File: config.mk
export PLATFORM = sky130hd
export DESIGN_NAME = texture_stream_loader
export DESIGN_NICKNAME = d
export VERILOG_FILES = /design/src/rtl/texture_stream_loader.sv
export SDC_FILE = /design/constraint.sdc
export NUM_CORES = 1
export LEC_CHECK = 0
export CORE_ASPECT_RATIO = 2
export CORE_UTILIZATION = 45
export CTS_BUF_LIST = sky130_fd_sc_hd__clkbuf_4 sky130_fd_sc_hd__clkbuf_8
export DETAILED_ROUTE_END_ITERATION = 16
export PLACE_DENSITY = 0.82
export RECOVER_POWER = 100
export SYNTH_ARGS = -nofsm -noshare
export SYNTH_HDL_FRONTEND = slang
export SYNTH_SLANG_ARGS = --single-unit
export TNS_END_PERCENT = 100
File: constraint.sdc
create_clock -name clk -period 2.15 [get_ports clk]
set_input_delay 0.3225 -clock clk [delete_from_list [all_inputs] [get_ports clk]]
set_output_delay 0.3225 -clock clk [all_outputs]
set_load 0.01 [all_outputs]
File: src/rtl/texture_stream_loader.sv
// Texture upload front end: header decode, payload forwarding, mode commit.
// Optional TEXTURE_LOADER_BYTESWAP_EN swaps the bytes of each 16-bit texel lane.
module texture_stream_loader #(
  parameter int STREAM_WIDTH = 16,
  parameter int SIZE         = 14
) (
  input  logic                    clk,
  input  logic                    resetn,
  input  logic                    s_axis_tvalid,
  output logic                    s_axis_tready,
  input  logic                    s_axis_tlast,
  input  logic [STREAM_WIDTH-1:0] s_axis_tdata,
  output logic                    m_axis_tvalid,
  input  logic                    m_axis_tready,
  output logic                    m_axis_tlast,
  output logic [STREAM_WIDTH-1:0] m_axis_tdata,
  output logic [3:0]              mode,
  output logic                    busy,
  output logic                    errMode,
  output logic                    errShort,
  output logic                    errLong
);

  localparam int LOGB = $clog2(STREAM_WIDTH / 8);
  localparam int CW   = SIZE - LOGB + 1;

  // Beat counts for 2 KiB, 8 KiB and 32 KiB textures
  localparam logic OK0 = (SIZE >= 11);
  localparam logic OK1 = (SIZE >= 13);
  localparam logic OK2 = (SIZE >= 15);
  localparam logic [CW-1:0] B0 = OK0 ? CW'(1) << (11 - LOGB) : '0;
  localparam logic [CW-1:0] B1 = OK1 ? CW'(1) << (13 - LOGB) : '0;
  localparam logic [CW-1:0] B2 = OK2 ? CW'(1) << (15 - LOGB) : '0;

  typedef enum logic [1:0] {HEADER, LOAD, DRAIN} state_t;

  state_t                  state_q, state_d;
  logic [CW-1:0]           beats_q, beats_d;
  logic [3:0]              pend_q, pend_d;
  logic [3:0]              mode_q, mode_d;
  logic                    vld_q, vld_d;
  logic                    last_q, last_d;
  logic [STREAM_WIDTH-1:0] data_q, data_d;
  logic                    em_q, em_d;
  logic                    es_q, es_d;
  logic                    el_q, el_d;

  logic                    rdy;
  logic                    hs_in;
  logic                    hdr_ok;
  logic [CW-1:0]           hdr_beats;
  logic [3:0]              hdr;
  logic [STREAM_WIDTH-1:0] pay;

`ifdef TEXTURE_LOADER_BYTESWAP_EN
  localparam int LANES = STREAM_WIDTH / 16;
  always_comb begin
    pay = '0;
    for (int i = 0; i < LANES; i++) begin
      pay[16*i +: 16] = {s_axis_tdata[16*i +: 8],
                         s_axis_tdata[16*i+8 +: 8]};
    end
  end
`else
  assign pay = s_axis_tdata;
`endif

  assign hdr = s_axis_tdata[3:0];

  always_comb begin
    hdr_ok    = 1'b0;
    hdr_beats = '0;
    case (hdr)
      4'b0001: begin hdr_ok = OK0; hdr_beats = B0; end
      4'b0010: begin hdr_ok = OK1; hdr_beats = B1; end
      4'b0100: begin hdr_ok = OK2; hdr_beats = B2; end
      default: ;
    endcase
  end

  // A header waits until the previous packet's last beat has left
  always_comb begin
    rdy = 1'b0;
    unique case (state_q)
      HEADER:  rdy = !vld_q;
      LOAD:    rdy = !vld_q || m_axis_tready;
      DRAIN:   rdy = 1'b1;
      default: rdy = 1'b0;
    endcase
  end

  assign s_axis_tready = resetn && rdy;
  assign hs_in         = s_axis_tvalid && s_axis_tready;

  always_comb begin
    state_d = state_q;
    beats_d = beats_q;
    pend_d  = pend_q;
    mode_d  = mode_q;
    vld_d   = vld_q;
    last_d  = last_q;
    data_d  = data_q;
    em_d    = em_q;
    es_d    = es_q;
    el_d    = el_q;
    if (vld_q && m_axis_tready) begin
      vld_d  = 1'b0;
      last_d = 1'b0;
    end
    unique case (state_q)
      HEADER: if (hs_in) begin
        em_d = 1'b0;
        es_d = 1'b0;
        el_d = 1'b0;
        if (hdr_ok) begin
          pend_d  = hdr;
          beats_d = hdr_beats;
          state_d = LOAD;
        end else begin
          em_d    = 1'b1;
          state_d = s_axis_tlast ? HEADER : DRAIN;
        end
      end
      LOAD: if (hs_in) begin
        vld_d   = 1'b1;
        data_d  = pay;
        last_d  = 1'b0;
        beats_d = beats_q - CW'(1);
        if (beats_q == CW'(1)) begin
          last_d = 1'b1;
          mode_d = pend_q;
          if (s_axis_tlast) begin
            state_d = HEADER;
          end else begin
            el_d    = 1'b1;
            state_d = DRAIN;
          end
        end else if (s_axis_tlast) begin
          last_d  = 1'b1;
          es_d    = 1'b1;
          state_d = HEADER;
        end
      end
      DRAIN: if (hs_in && s_axis_tlast) begin
        state_d = HEADER;
      end
      default: state_d = HEADER;
    endcase
  end

  always_ff @(posedge clk or negedge resetn) begin
    if (!resetn) begin
      state_q <= HEADER;
      beats_q <= '0;
      pend_q  <= '0;
      mode_q  <= '0;
      vld_q   <= 1'b0;
      last_q  <= 1'b0;
      data_q  <= '0;
      em_q    <= 1'b0;
      es_q    <= 1'b0;
      el_q    <= 1'b0;
    end else begin
      state_q <= state_d;
      beats_q <= beats_d;
      pend_q  <= pend_d;
      mode_q  <= mode_d;
      vld_q   <= vld_d;
      last_q  <= last_d;
      data_q  <= data_d;
      em_q    <= em_d;
      es_q    <= es_d;
      el_q    <= el_d;
    end
  end

  assign m_axis_tvalid = vld_q;
  assign m_axis_tlast  = last_q;
  assign m_axis_tdata  = data_q;
  assign mode          = mode_q;
  assign busy          = (state_q != HEADER) || vld_q;
  assign errMode       = em_q;
  assign errShort      = es_q;
  assign errLong       = el_q;

endmodule

Word level (Yosys, flattened, before mapping)
Cells that the tools add are included.
Widths: inputs -> output; s select.
Operators by class
  add/sub/neg operators: 1
  equality and inequality tests: 14
  mux-type cells: 33
  reduce and logical (&&, ||, !) cells: 19
Operators with widths (number)
  $mux 14: 3
  $pmux 14 s2: 1
  $pmux 13 s2: 1
  $mux 1: 17
  $ne 2x2->1 const B: 8
  $eq 14x1->1 const B: 1
  $mux 2: 7
  $sub 14x1->14 const B: 1
  $reduce_and 5->1: 2
  $reduce_and 4->1: 2
  $pmux 2 s3: 1
  $reduce_and 3->1: 2
  $eq 4x1->1 const B: 1
  $eq 4x2->1 const B: 1
  $logic_and 1x1->1: 4
  $pmux 1 s2: 2
  $reduce_and 2->1: 2
  $reduce_bool 2->1: 2
  $ne 3x3->1 const B: 1
  $pmux 1 s3: 1
  $eq 2x1->1 const B: 1
  $eq 2x2->1 const B: 1
  $logic_not 2->1: 1
  $logic_or 1x1->1: 2
  other kinds (2): 2
Word-level totals
  bits in registers: 45
  input bits: 21
  output and inout bits: 27
  logic and storage cells: 77

Longest topological paths before layout
  depth after elaboration: 8
  gate-level depth with buffers: 7
  depth with buffers taken out: 6

Least setup slack after synthesis
Ideal clock, no wire load.
  path kind: reg2reg
  start: register beats_q[4]
  end: register mode_q[0], in the netlist mode[0]
  data arrival time: 1869 ps
  required time: 2025 ps
  path slack: 156 ps
  cell stages (with the launch flop): 5
  buffers on the path: 0
  period minus slack after synthesis: 1994 ps
  path through: dfrtp_1 nor4_1 nand4_1 nor2_1 mux2_2
On the way
  word-level cells in the longest chain between the ends: 2
RTL lines
  from (decl): line 38  | logic [CW-1:0] beats_q, beats_d;
  from (signal assigned): line 165  | beats_q <= beats_d;
  $eq 14x1->1: line 129  | if (beats_q == CW'(1)) begin
  $reduce_and 3->1 (no source line)
  to (signal assigned): line 167  | mode_q <= mode_d;
  to (decl): line 40  | logic [3:0] mode_q, mode_d;
Every way passes these cells.
A chain may end at the register's enable or synchronous reset.

Final worst setup path
  start: register state_q[0]
  end: output s_axis_tready
On the way
  word-level cells in the longest chain between the ends: 3
  elaborated cells on any way between the ends: 5
RTL lines
  from (decl): line 37  | state_t state_q, state_d;
  from (signal assigned): line 164  | state_q <= state_d;
  $eq 2x2->1 (tied with other cells): line 84  | unique case (state_q)
  $pmux 1 s3 *: line 84
  $logic_and 1x1->1 *: line 92  | assign s_axis_tready = resetn && rdy;
  to (decl): line 10  | output logic s_axis_tready,
Every way passes the cells marked *; elsewhere a longest branch is shown, timed or not.

==> impl_metrics.py <==
metrics = {
    "status": {
        "status": "finished, final reports clean",
    },
    "sta": {
        "setup_viol_count_final": 0,
        "min_period_ns": 2.06,
        "hold_viol": 0,
        "worst_pin_slew_ns": 1.25,
        "min_period_over_period": 0.960,
        "finalClockSkew_ns": 0.00938,
        "slew_violations": 0,
        "rsz0062_at_grt": "no",
        "tns_ns": 0,
        "hold_ws_ns": 0.367,
        "max-slew-margin-rel": 0.166,
        "fmax_mhz": 485,
    },
    "layout": {
        "layout-drive-gt1-share": 0.106,
        "nets": 323,
        "nFillCells": 416,
        "multi_input_area_sq_um": 988,
        "antenna_cells": 0,
        "seq_area_sq_mm": 0.00113,
        "area_delta_synth_final_pct": 33.0,
    },
    "power_and_ir_drop": {
        "p_per_area_mw_per_mm2": 949,
        "peakVddDrop_uv": 764,
        "power_leakage_nw": 1.43,
    },
    "floorplanning": {
        "row_count": 35,
        "core_area_sq_mm": 0.00464,
        "start_util": 0.473,
        "die-area_sq_mm": 0.00518,
        "die_w_um": 51.4,
        "die_y_um": 101,
        "pin_count": 48,
    },
    "clocking": {
        "clock_latency_ns": 0.30,
        "clk_path_buf_depth": 2,
        "path_clk_slew_ns": 0.09,
        "root_buffer": "clkbuf_8",
        "h-tree-depth": 2,
        "clkSinkCount": 45,
        "cts_tree": "done",
        "cts_made_buffers": 5,
    },
    "critical_path": {
        "critPathKind": "register to output port",
        "cp.arrival_ns": 1.74,
        "worstSetupStartpoint": "state_q[0]",
        "worstPathCellList": "a21bo_2, o211a_1, clkdlybuf4s50_1",
        "r2r_start": "beats_q[2]",
        "cpMaxStageDelayCell": "dfrtp_2",
        "crit_path_end_kind": "output port",
        "slowest_delay_ns": 0.49,
        "cp_max_fo": 9,
        "crit_buf_inv": 1,
        "critPathLaunchType": "register",
        "cp_top_family": "flip-flops",
        "required_ns": 1.83,
    },
    "drt": {
        "wl_per_cell_um": 16.4,
        "drc": 0,
        "wirelength_um": 5850,
        "vias": 2031,
        "dr.pass1.iters": 5,
        "ant_nets": 0,
        "vias_per_cell": 5.71,
        "drt-initial-drc-count": 87,
    },
    "grt": {
        "top_usage_layer": "met2",
        "overflow": 0,
        "track_usage": 0.251,
        "grt_pass1_wl_um": 9620,
        "grt_use_met3": 0.0392,
        "grt.met1_usage": 0.244,
        "antenna_found_initial": 0,
        "grtUsageMet2": 0.460,
        "grt_max_degree": 25,
        "grt_pass1_vias": 2180,
    },
    "placed_design": {
        "place_congestion": 0.973,
        "post-dp-hpwl_um": 4380,
        "numPortBuffers": 47,
    },
    "synthesis": {
        "synthesis.nets": 258,
        "ys_seq_area_frac": 0.513,
        "yosys.area.top_type_share": 0.513,
        "synth_edf_count": 0,
        "synth-seq-cells": 45,
        "yosysWarnings": 0,
        "netlist_instances": 235,
        "ys_top_cells_by_count": "nand2_1 (63), dfrtp_1 (45), a21oi_1 (10), nor2_1 (10), nand2b_1 (8)",
        "synth-async-reset-ratio": 1.00,
        "synth_cell_types": 44,
        "synth.top_cells.by_area": "dfrtp_1 (51%), nand2_1 (11%), a21oi_1 (2.3%)",
        "synth.most_common_cell": "nand2_1",
        "syn_area_sq_mm": 0.00219,
        "syn_area_per_cell_sq_um": 9.34,
        "ys_dominant_reg_cell": "dfrtp_1",
        "synth_area_leader_cell": "dfrtp_1",
    },
    "flow_run": {
        "drv_cap": 0,
    },
    "hold_path": {
        "hp-class": "primary input to asynchronous set/reset pin",
    },
}
per-layer routing:
metal | wire, um | part of all wire | up-vias
met5 | 0 | 0 | -
met4 | 262 | 0.045 | 0
met3 | 202 | 0.035 | 20
met2 | 3390 | 0.58 | 80
met1 | 2000 | 0.34 | 981
li1 | - | - | 950
final timing paths:
check / to / slack (ns) / depth (start not counted)
max reg2reg: mode[1] / 0.10 / 6
min reg2reg: m_axis_tdata[11] / 0.48 / 2
max in group asynchronous: beats_q[4] / 0.41 / 3
max: s_axis_tready / 0.09 / 3
min: m_axis_tvalid / 0.37 / 2
min in group clk: m_axis_tdata[11] / 0.48 / 2
state kept, by name, summed over array words and instances (netlist names):
name           flops
errMode            1
mode               4
m_axis_tdata      16
m_axis_tlast       1
m_axis_tvalid      1
errShort           1
state_q            2
beats_q           14
errLong            1
pend_q             4
cell families after synthesis:
kind of cell | Yosys count | share of synthesized area
and+or+nand+nor | 124 | 0.277
muxes | 8 | 0.0388
xor gates and xnor gates | 1 | 0.00399
adders and majority gates | 2 | 0.0114
AOI/OAI and AO/OA | 39 | 0.120
DFF | 45 | 0.513
buffers and inverters | 16 | 0.0359
cell usage in the layout (no fill, tap or decap), drive strengths merged, types with 3 or more instances in the layout:
master / instances
or4: 5
nand2b: 8
buf: 11
o311ai: 3
clkdlybuf4s50: 21
inv: 6
nor2: 10
o31ai: 6
nor2b: 3
nand2: 63
nand4: 5
nand3: 4
and3: 4
a21oi: 10
o21ai: 7
dlygate4sd3: 26
clkbuf: 16
nor3: 6
mux2: 4
dfrtp: 45
and2: 6
mux2i: 4
layout make-up:
cell class | count | share of cell area
Clock inverter | 2 | 0.0129
Sequential cell | 45 | 0.386
Clock buffer | 6 | 0.0283
Tap cell | 55 | 0.0236
Multi-Input combinational cell | 174 | 0.339
Inverter | 6 | 0.00772
Timing Repair Buffer | 68 | 0.202
metrics by stage:
stage | std cells | util | instance area (sq um) | power (mW) | setup WS [ns]
3_3_place_gp | 347 | 0.608 | 2820 | 2.10 | 0.136
6_report | 356 | 0.629 | 2920 | 2.77 | 0.0865
5_1_grt | 356 | 0.629 | 2920 | 2.92 | 0.0126
4_1_cts | 356 | 0.636 | 2950 | 2.83 | 0.0468
3_5_place_dp | 347 | 0.608 | 2820 | 2.14 | 0.0564
2_1_floorplan | 235 | - | 2190 | 1.66 | 0.156
power breakdown:
part | internal, mW | leakage [nW] | switching [mW]
combinational | 0.421 | 0.778 | 0.484
sequential | 1.03 | 0.597 | 0.161
clock | 0.378 | 0.0574 | 0.299
timing repair:
| action | 4_1_cts | 5_1_grt |
|---|---|---|
| setup buffers | 0 | 0 |
| setup endpoints to repair | 0 | 1 |
| resized for setup | 0 | 1 |
| hold buffers | 1 | 0 |
| endpoints found under the hold margin | 1 | 0 |
Power figures use the tool's default switching activity.
